--- src/rtl/adc_readout_pkg.sv ---
// Shared types and constants for the ADC readout drain engine.
// Build option: define ADC_READOUT_CSUM_EN to append an XOR checksum byte to each frame.
package adc_readout_pkg;

    localparam int         LEN_W       = 16;
    localparam logic [7:0] HDR_DEFAULT = 8'hA5;

    typedef enum logic [3:0] {
        S_IDLE,
        S_HDR,
        S_LEN_H,
        S_LEN_L,
        S_POP,
        S_LATCH,
        S_SEND,
        S_CSUM,
        S_DONE
    } state_t;

`ifdef ADC_READOUT_CSUM_EN
    localparam int     FRAME_OVERHEAD = 4;
    localparam state_t TAIL_STATE     = S_CSUM;
`else
    localparam int     FRAME_OVERHEAD = 3;
    localparam state_t TAIL_STATE     = S_DONE;
`endif

endpackage

--- src/rtl/adc_readout.sv ---
// Drains FRAME_LEN samples from the ADC FIFO and emits header, length, samples (and checksum
// when ADC_READOUT_CSUM_EN is defined) over a valid/ready byte link.
module adc_readout
    import adc_readout_pkg::*;
#(
    parameter int         DATA_W    = 8,
    parameter int         FRAME_LEN = 1024,
    parameter logic [7:0] HDR_BYTE  = HDR_DEFAULT
) (
    input  logic              clk,
    input  logic              rst_n,
    input  logic              start,
    input  logic              fifo_rdy,
    output logic              fifo_rden,
    input  logic [DATA_W-1:0] fifo_dout,
    output logic [DATA_W-1:0] tx_data,
    output logic              tx_valid,
    input  logic              tx_ready,
    output logic              busy,
    output logic              frame_done
);

    if (FRAME_LEN < 1 || FRAME_LEN > 65535) begin : g_bad_frame_len
        $error("adc_readout: FRAME_LEN must be in 1..65535");
    end
    if (DATA_W != 8) begin : g_bad_data_w
        $error("adc_readout: DATA_W must be 8");
    end

    localparam logic [LEN_W-1:0] FRAME_LEN_V = LEN_W'(FRAME_LEN);

    state_t             state;
    logic [LEN_W-1:0]   sample_cnt;
    logic [DATA_W-1:0]  ctl_byte;
    state_t             ctl_next;
`ifdef ADC_READOUT_CSUM_EN
    logic [DATA_W-1:0]  csum;
`endif

    // NOTE: the pop strobe is decoded from state so the FIFO data lands exactly in LATCH,
    // keeping the 3-cycle POP/LATCH/SEND sample cadence.
    assign fifo_rden = (state == S_POP) && fifo_rdy;

    // Framing bytes and their successor state; shared by every non-sample byte state.
    always_comb begin
        ctl_byte = '0;
        ctl_next = S_IDLE;
        case (state)
            S_HDR:   begin ctl_byte = HDR_BYTE;           ctl_next = S_LEN_H; end
            S_LEN_H: begin ctl_byte = FRAME_LEN_V[15:8];  ctl_next = S_LEN_L; end
            S_LEN_L: begin ctl_byte = FRAME_LEN_V[7:0];   ctl_next = S_POP;   end
`ifdef ADC_READOUT_CSUM_EN
            S_CSUM:  begin ctl_byte = csum;               ctl_next = S_DONE;  end
`endif
            default: ;
        endcase
    end

    // NOTE: all state and output registers use non-blocking assignments so every branch
    // sees the pre-edge values of its neighbours.
    always_ff @(posedge clk or negedge rst_n) begin
        if (!rst_n) begin
            state      <= S_IDLE;
            tx_data    <= '0;
            tx_valid   <= 1'b0;
            busy       <= 1'b0;
            frame_done <= 1'b0;
            sample_cnt <= '0;
`ifdef ADC_READOUT_CSUM_EN
            csum       <= '0;
`endif
        end else begin
            frame_done <= 1'b0;
            case (state)
                S_IDLE: begin
                    // A start coinciding with the completion pulse belongs to the old frame.
                    if (start && !frame_done) begin
                        busy       <= 1'b1;
                        sample_cnt <= '0;
`ifdef ADC_READOUT_CSUM_EN
                        csum       <= '0;
`endif
                        state      <= S_HDR;
                    end
                end
                S_HDR, S_LEN_H, S_LEN_L, S_CSUM: begin
                    if (!tx_valid) begin
                        tx_data  <= ctl_byte;
                        tx_valid <= 1'b1;
                    end else if (tx_ready) begin
                        tx_valid <= 1'b0;
                        state    <= ctl_next;
                    end
                end
                S_POP: begin
                    if (fifo_rdy) state <= S_LATCH;
                end
                S_LATCH: begin
                    tx_data    <= fifo_dout;
                    tx_valid   <= 1'b1;
                    sample_cnt <= sample_cnt + 1'b1;
`ifdef ADC_READOUT_CSUM_EN
                    csum       <= csum ^ fifo_dout;
`endif
                    state      <= S_SEND;
                end
                S_SEND: begin
                    if (tx_ready) begin
                        tx_valid <= 1'b0;
                        state    <= (sample_cnt == FRAME_LEN_V) ? TAIL_STATE : S_POP;
                    end
                end
                S_DONE: begin
                    busy       <= 1'b0;
                    frame_done <= 1'b1;
                    state      <= S_IDLE;
                end
                default: state <= S_IDLE;
            endcase
        end
    end

endmodule
--- config.mk ---
export PLATFORM = sky130hd
export DESIGN_NAME = adc_readout
export DESIGN_NICKNAME = d
export VERILOG_FILES = /design/src/rtl/adc_readout_pkg.sv /design/src/rtl/adc_readout.sv
export SDC_FILE = /design/constraint.sdc
export NUM_CORES = 1
export LEC_CHECK = 0
export BUFFER_PORTS_ARGS = -buffer_cell sky130_fd_sc_hd__buf_2
export CAP_MARGIN = 5
export CORE_UTILIZATION = 35
export CTS_CLUSTER_DIAMETER = 80
export DETAILED_ROUTE_END_ITERATION = 16
export GPL_ROUTABILITY_DRIVEN = 1
export GPL_TIMING_DRIVEN = 0
export PLACE_DENSITY = 0.62
export SYNTH_ARGS = -nofsm -noshare
export SYNTH_HDL_FRONTEND = slang
export SYNTH_SLANG_ARGS = --single-unit
--- constraint.sdc ---
create_clock -name clk -period 1.4 [get_ports clk]
set_input_delay 0.42 -clock clk [delete_from_list [all_inputs] [get_ports clk]]
set_output_delay 0.42 -clock clk [all_outputs]
set_load 0.01 [all_outputs]
==> run summary, run 1 <==
simple-gate portion of the synthesized area: 22.2%
diode count: 0
number of vias per cell: 5.27
Vias: 1550
placed insts: 264
GP Congestion: 0.837
worst skew pair latency: 290 ps
Post-Layout Inst Area: 0.00243 sq mm
residual DRC count: 0
Primary FF master, synth: dfrtp_1
Max Cap Viol: 0
starting density of the core: 36.5%
peak supply drop: 991 uV
actual slew at the worst max-slew pin: 717 ps
RSZ-0062 raised after global routing: true
Worst setup EP type: output port
largest family of logic cells by synthesized area: simple AND/OR/NAND/NOR gates
top post-synthesis cells by area: dfrtp_1 45%, nand2_1 4.4%, mux2i_1 2.9%
failing checks: setup timing
IO Pins: 25
final WL: 4400 um
worst flop-to-flop path endpoint: sample_cnt[11]
Die H: 72.2 um
Synth Area in Compound Gates: 20.1%
Final Skew: 4.93 ps
FF-to-FF Start: state[2]
CTS H-tree lvls: 2
core area: 0.00472 sq mm
Worst slew margin: 52.1%
num rows: 25
clock-pin slew on the worst setup and hold paths: 70 ps
fin util: 51.5%
initial DRC count: 76
layout cells sized above 1: 44.1%
FFs w/ async S/R, synth: 100%
vias in the first global route: 1468
nets: 241
Post-synth EDFFs: 0
TNS Setup: -4250 ps
Distinct cells, synth: 54
routed length per instance: 15.0 um
initial antenna violation count: 0
Worst R2R Setup Slack: -220 ps
dominant cell type by area after synthesis: dfrtp_1
ANT nets after route: 0
Static Leak: 0.00113 uW
slowest CP cell: dfrtp_1
1st-pass router iterations: 4
pin count of the biggest net entering global routing: 32
worst-path cell chain: buf_6 -> nor2b_4 -> nand2_2 -> nor3_2 -> buf_2
crit start category: flop
CP required: 980 ps
fin worst setup slack: -242 ps
Post-synth top cells: 31 x dfrtp_1, 20 x nand2_1, 10 x nand3_1, 9 x o21ai_1
CP Max Fanout: 3
Area after DPL: 0.00194 sq mm
Synth Area in Adders: 2.10%
Num CTS Buffers: 5
post-synthesis xor/xnor area fraction: 1.52%
Post-Syn Instances: 173
clk sink count: 31
total grt overflow: 0
Global Route Usage Sum: 18.0%
most frequent cell after synthesis: dfrtp_1
R2R cell count: 6
Post-Syn Area per Cell: 9.97 sq um
register area share after synthesis: 45.0%
CP max stage delay: 380 ps
PortBufs: 24
global-route wire length before repair: 7170 um
status: finished, violations left
fillers: 432
top cell type's share of synthesized area: 45.0%
Synth Register Bits: 31
fin. max-slew vios: 0
clock buffer depth: 2
Crit path arrival time: 1220 ps
die area: 0.00521 sq mm
# hold bufs at CTS: 0
Hold WS: 171 ps
Final Non-Filler Cells: 294
final setup fails: 31
Syn Std Cell Area: 0.00172 sq mm
Synth warnings: 0
DP HPWL: 2730 um
critical path type: reg2out
chip width: 72.2 um
pwr dens: 1980 mW/mm^2
minimum clock period: 1640 ps
clk root buf: clkbuf_8
P&R area growth vs syn: 41.0%
Post-Syn Nets: 188
CTS tree: yes
fraction of synthesized area in multiplexers: 3.77%
worst hold path type: in2async
period utilization: 117%
Max Fclk: 609 MHz
Final Hold Fails: 0
==> where the power goes <==
group / leakage [uW] / internal, uW / switching, uW / total, uW
sequential: 0.000396 / 1180 / 281 / 1460
clock: 0.0000402 / 345 / 364 / 709
combinational: 0.000697 / 1380 / 1260 / 2650
total: 0.00113 / 2910 / 1910 / 4820
==> layout make-up <==
class / instances / area (sq um) / share of cell area (%)
Buffer: 8 / 95.1 / 3.91
Clock buffer: 5 / 68.8 / 2.83
Clock inverter: 3 / 20.0 / 0.823
Inverter: 9 / 36.3 / 1.49
Multi-Input combinational cell: 125 / 1020 / 42.2
Sequential cell: 31 / 778 / 32.0
Tap cell: 67 / 83.8 / 3.45
Timing Repair Buffer: 46 / 324 / 13.3
==> layer usage <==
| layer | wire length (um) | up-vias | global-route usage, % | share of wire (%) |
|---|---|---|---|---|
| met1 | 2060 | 760 | 24.1 | 47 |
| met2 | 2140 | 33 | 28.0 | 49 |
| met4 | 66 | 0 | 6.32 | 1.5 |
| met3 | 139 | 7 | 5.00 | 3.2 |
| met5 | 0 | - | 0 | 0 |
| li1 | - | 750 | - | - |
==> cells in the final DEF (no fill, tap or decap), drive strengths merged, types with 6 or more instances in the layout <==
cell type,synthesis,layout
dfrtp,31,31
inv,9,9
buf,8,53
nand3,10,10
nor2,7,7
a21oi,7,7
clkbuf,0,6
o21ai,12,12
nand2,20,20
==> registers in the layout, summed over array words and instances (netlist names) <==
| register | cells |
|---|---|
| frame_done | 1 |
| state | 4 |
| tx_valid | 1 |
| sample_cnt | 16 |
| tx_data | 8 |
| busy | 1 |
==> per-stage QoR <==
step / setup slack (ps) / power [uW]
global route: -300 / 5130
global placement: -244 / 3270
CTS: -226 / 4400
floorplan: -65.7 / 2810
detailed placement: -257 / 3310
finish: -242 / 4820
==> logic make-up after synthesis <==
group	after synthesis
compound gates	47
xor+xnor	3
fa+ha+maj	3
buf+inv	17
flops	31
mux	6
simple gates	66
==> worst max-delay path, delay by kind of cell (launching register included) <==
kind,cells,cell delay [ps]
simple gates,3,290
buf+inv,2,270
flops,1,380
==> worst max path at each step <==
stage	startpoint	endpoint	slack, ps	cells past startpoint
floorplan	state[1]	tx_data[2]	-70	5
global placement	state[2]	sample_cnt[13]	-240	5
detailed placement	state[2]	sample_cnt[13]	-260	5
CTS	state[2]	fifo_rden	-230	5
global route	state[2]	fifo_rden	-300	5
finish	state[2]	fifo_rden	-240	5
==> timing repair <==
action / CTS / global route
setup endpoints to repair: 30 / 31
pin swaps: 10 / 13
setup buffers: 11 / 9
gates cloned: 0 / 2
hold endpoints to repair: 0 / 0
resized for setup: 30 / 20
Power figures use the tool's default switching activity.
==> run 2: changes to the inputs <==
--- a/config.mk
+++ b/config.mk
@@ -13,6 +13,7 @@
 export GPL_ROUTABILITY_DRIVEN = 1
 export GPL_TIMING_DRIVEN = 0
 export PLACE_DENSITY = 0.62
+export SKIP_CTS_REPAIR_TIMING = 1
 export SYNTH_ARGS = -nofsm -noshare
 export SYNTH_HDL_FRONTEND = slang
 export SYNTH_SLANG_ARGS = --single-unit
==> run 2 against run 1 <==
Compared with the run above:
- the run still ends with setup timing left
- sequential share of layout area up 0.66 points
- cell area decreased by 1.5%
- clock-buffer cell count unchanged
- wire length fell by 3.3%
- sequential power barely moved
- worst setup slack worse by 13 ps
==> run summary, run 2 (synthesis results as in run 1) <==
R2R cell count: 6 (unchanged)
worst-path cell chain: buf_6 -> nor2b_4 -> nand2_2 -> nor3_2 -> buf_2
CP max stage delay: 370 ps (about the same)
fin. max-slew vios: 0 (unchanged)
clk sink count: 31 (unchanged)
CTS tree: yes
most frequent cells in the layout: 26 x dfrtp_1, 25 x buf_2, 16 x buf_4
Die H: 72.2 um (unchanged)
clk root buf: clkbuf_8
starting density of the core: 36.5% (unchanged)
vias in the first global route: 1363 (-7.2%)
worst hold path type: in2async
Num CTS Buffers: 5 (unchanged)
worst flop-to-flop path endpoint: tx_data[0]
global-route wire length before repair: 6560 um (-8.6%)
CP required: 980 ps (about the same)
Static Leak: 0.00112 uW (-1.5%)
IO Pins: 25 (unchanged)
GP Congestion: 0.837 (unchanged)
initial DRC count: 123 (+62%)
FF-to-FF Start: state[2]
failing checks: setup timing
Global Route Usage Sum: 16.4% (-1.6 points)
core area: 0.00472 sq mm (unchanged)
Worst slew margin: 51.1% (-1.1 points)
Max Cap Viol: 0 (unchanged)
footprint of the multi-input gates: 0.00101 sq mm (-1.3%)
chip width: 72.2 um (unchanged)
fin worst setup slack: -255 ps (-12.9 ps)
1st-pass router iterations: 4 (unchanged)
final setup fails: 30 (-3.2%)
peak supply drop: 1020 uV (+2.7%)
residual DRC count: 0 (unchanged)
highest layer used for signal routing: met4
fillers: 439 (+1.6%)
total grt overflow: 0 (unchanged)
minimum clock period: 1650 ps (+12.9 ps)
Largest regs: sample_cnt: 16 flops, tx_data: 8 flops, state: 4 flops
fin util: 50.7% (-0.79 points)
Final Hold Fails: 0 (unchanged)
layout cells sized above 1: 44.5% (+0.44 points)
number of vias per cell: 5.23 (-0.71%)
period utilization: 118% (+0.92 points)
commonest non-fill, non-tap cell in the layout: dfrtp_1
pin count of the biggest net entering global routing: 32 (unchanged)
routed wl met3: 207 um (+49%)
CP Max Fanout: 4 (+1)
actual slew at the worst max-slew pin: 733 ps (+15.8 ps)
critical path's top delay family: flip-flops
DP HPWL: 2730 um (unchanged)
routed length per instance: 14.5 um (-3.3%)
ANT nets after route: 0 (unchanged)
slowest CP cell: dfrtp_1
P&R area growth vs syn: 38.8%
Max Fclk: 604 MHz (-0.78%)
Worst setup EP type: output port
die area: 0.00521 sq mm (unchanged)
PortBufs: 24 (unchanged)
CTS H-tree lvls: 2 (unchanged)
clock buffer depth: 2 (unchanged)
Crit path arrival time: 1230 ps (about the same)
crit start category: flop
met1 WL: 2030 um (-1.6%)
Final Skew: 4.73 ps (-0.200 ps)
pwr dens: 1960 mW/mm^2 (-1.0%)
critical path type: reg2out
diode count: 0 (unchanged)
max reg flops: 16 (unchanged)
RSZ-0062 raised after global routing: true
Vias: 1539 (-0.71%)
worst skew pair latency: 280 ps (about the same)
count of buffer and inverter cells on the critical path: 2 (unchanged)
Worst R2R Setup Slack: -250 ps (-30 ps)
initial antenna violation count: 0 (unchanged)
largest reg by FF count: sample_cnt
final WL: 4260 um (-3.3%)
status: finished, violations left
register area: 782 sq um (+0.48%)
nets: 241 (unchanged)
met2 WL: 1970 um (-7.8%)
num rows: 25 (unchanged)
clock-pin slew on the worst setup and hold paths: 70 ps (about the same)
Final Power: 4700 uW (-2.5%)
run 2: how the worst max path moves through the flow:
stage | startpoint | endpoint | slack [ps] | depth (start not counted)
finish | state[2] | fifo_rden | -250 | 5
global route | state[2] | tx_data[0] | -300 | 6
CTS | state[3] | fifo_rden | -490 | 5
detailed placement | state[2] | sample_cnt[13] | -260 | 5
global placement | state[2] | sample_cnt[13] | -240 | 5
floorplan | state[1] | tx_data[2] | -70 | 5
run 2: area by class of cell:
class	count	share of cell area [%]
clock inverter	3	0.836
tap	67	3.50
sequential	31	32.7
buffer	8	3.50
multi-input combinational	125	42.2
inverter	9	1.52
timing repair buffer	46	12.9
clock buffer	5	2.88
run 2: worst reg2reg max path: stages, from the launching register on:
cell and delay, ps:
dfrtp_1 400, buf_6 130, buf_6 120, and2b_2 230, o21bai_1 70, a21o_2 270
a221o_1 320
run 2: report_power, final:
group          switching (uW)  leakage, uW  internal, uW
Sequential                293     0.000392          1190
Combinational            1210     0.000685          1310
Clock                     358    0.0000402           345
run 2: per-layer routing:
layer,track usage (%),up-vias
met5,0,-
met4,5.66,0
met1,22.6,738
met2,24.8,48
met3,4.72,6
li1,-,747
run 2: per-stage QoR:
step	std cells	hold slack (ps)	instance area (sq um)	TNS (ps)	worst slack (ps)
final	294	173	2390	-4480	-255
after detailed placement	264	482	1940	-4350	-257
after floorplan	173	124	1740	-237	-65.7
after CTS	272	201	2030	-5160	-488
after global routing	294	243	2390	-5810	-303
after global placement	264	478	1940	-4090	-244
==> run 3: changes to the inputs <==
--- a/config.mk
+++ b/config.mk
@@ -7,6 +7,7 @@
 export LEC_CHECK = 0
 export BUFFER_PORTS_ARGS = -buffer_cell sky130_fd_sc_hd__buf_2
 export CAP_MARGIN = 5
+export CORE_ASPECT_RATIO = 0.7
 export CORE_UTILIZATION = 35
 export CTS_CLUSTER_DIAMETER = 80
 export DETAILED_ROUTE_END_ITERATION = 16
==> run 3 against run 2 <==
Compared with the run above:
- the run still ends with setup timing left
- register-to-register slack about the same
- hold slack better by 18 ps
- maximum frequency about the same
- cell area down 1.3%
- clock power up 29%
- highest routed layer unchanged
==> run summary, run 3 (synthesis results as in run 1) <==
status: finished, violations left
failing checks: setup timing
fillers: 405 (-7.7%)
routed length per instance: 14.9 um (+3.0%)
residual DRC count: 0 (unchanged)
initial antenna violation count: 0 (unchanged)
most frequent cells in the layout: 25 x dfrtp_1, 24 x buf_2, 16 x nand2_1
worst-path cell chain: buf_6 -> nor2b_4 -> nand2_1 -> nor3_2 -> buf_2
R2R cell count: 6 (unchanged)
final WL: 4250 um (-0.12%)
Worst setup EP type: output port
starting density of the core: 38.1% (+1.6 points)
number of vias per cell: 5.27 (+0.61%)
pwr dens: 2070 mW/mm^2 (+5.3%)
CTS H-tree lvls: 2 (unchanged)
largest reg by FF count: sample_cnt
Worst R2R Setup Slack: -240 ps (about the same)
final setup fails: 29 (-3.3%)
worst flop-to-flop path endpoint: tx_data[2]
max reg flops: 16 (unchanged)
DP HPWL: 2830 um (+3.4%)
ANT nets after route: 0 (unchanged)
peak supply drop: 1100 uV (+7.8%)
core area: 0.00453 sq mm (-4.1%)
CP required: 980 ps (about the same)
clk root buf: clkbuf_8
Final Hold Fails: 0 (unchanged)
period utilization: 118% (about the same)
fin worst setup slack: -256 ps (-1.30 ps)
actual slew at the worst max-slew pin: 716 ps (-17.1 ps)
diode count: 0 (unchanged)
RSZ-0062 raised after global routing: true
Max Fclk: 604 MHz (about the same)
clock-pin slew on the worst setup and hold paths: 70 ps (about the same)
initial DRC count: 129 (+4.9%)
Global Route Usage Sum: 16.7% (+0.31 points)
Static Leak: 0.00110 uW (-1.5%)
Critical Path Source: state[3]
CP max stage delay: 390 ps (+20 ps)
Vias: 1501 (-2.5%)
fin util: 52.2% (+1.5 points)
minimum clock period: 1660 ps (+1.30 ps)
worst skew pair latency: 280 ps (about the same)
CP Max Fanout: 5 (+1)
chip width: 85.9 um (+19%)
worst hold path type: in2async
vias in the first global route: 1336 (-2.0%)
IO Pins: 25 (unchanged)
PortBufs: 24 (unchanged)
Max Cap Viol: 0 (unchanged)
Num CTS Buffers: 5 (unchanged)
slowest CP cell: dfrtp_1
P&R area growth vs syn: 37.0%
Die H: 60.7 um (-16%)
CTS tree: yes
FF-to-FF Start: state[2]
Final Power: 4880 uW (+3.9%)
total grt overflow: 0 (unchanged)
crit start category: flop
Crit path arrival time: 1240 ps (about the same)
critical path type: reg2out
global-route wire length before repair: 6580 um (+0.31%)
commonest non-fill, non-tap cell in the layout: dfrtp_1
GP Congestion: 0.892 (+6.5%)
nets: 233 (-3.3%)
Final Skew: 3.45 ps (-1.28 ps)
clock buffer depth: 2 (unchanged)
fin. max-slew vios: 0 (unchanged)
Largest regs: sample_cnt: 16 flops, tx_data: 8 flops, state: 4 flops
layout cells sized above 1: 42.5% (-2.0 points)
pin count of the biggest net entering global routing: 32 (unchanged)
Worst slew margin: 52.3% (+1.2 points)
die area: 0.00522 sq mm (about the same)
num rows: 20 (-20%)
clk sink count: 31 (unchanged)
Critical Path Sink: fifo_rden
1st-pass router iterations: 4 (unchanged)
[run 3: power breakdown]
group	switching [uW]	leakage, uW	total, uW	internal [uW]
logic	1210	0.000648	2490	1270
clock network	336	0.0000612	911	575
registers	294	0.000391	1480	1190
[run 3: how the worst min path moves through the flow]
stage | startpoint | to | slack, ps | cells after the start
after global routing | rst_n | state[3] | 230 | 1
after floorplan | rst_n | busy | 120 | 0
final | rst_n | state[3] | 190 | 1
after detailed placement | tx_data[6] | tx_data[6] | 480 | 1
after global placement | tx_data[4] | tx_data[4] | 480 | 1
after CTS | rst_n | sample_cnt[12] | 210 | 1
[run 3: worst max-delay path, delay by kind of cell, from the launching register on]
| kind | cells | cell delay, ps |
|---|---|---|
| buffers and inverters | 2 | 280 |
| AND/OR/NAND/NOR | 3 | 280 |
| flip-flops | 1 | 390 |
[run 3: area by class of cell]
class	instances	area, sq um	share of cell area (%)
multi-input cells	125	996	42.2
flip-flops and latches	31	783	33.2
plain buffers	7	86.3	3.65
well taps	66	82.6	3.50
inverters	9	38.8	1.64
clock inverters	2	35.0	1.48
repair buffers	39	258	10.9
clock buffers	6	82.6	3.50
[run 3: metrics by stage]
stage                     std cells  TNS [ps]  area, sq um  worst slack [ps]  hold slack (ps)
final                           285     -2920         2360              -256              191
after floorplan                 173      -237         1740             -65.7              124
after global placement          263     -4170         1940              -225              480
after global routing            285     -5110         2360              -324              235
after detailed placement        263     -4540         1940              -262              481
after CTS                       271     -5330         2060              -503              209
[run 3: layer usage]
metal  vias to the layer above  global-route usage [%]  share of wire (%)
met3                         4                    4.76                8.0
met5                         -                       0                  0
met4                         0                    5.24               0.47
li1                        729                       -                  -
met1                       710                    25.1                 52
met2                        58                    23.1                 40
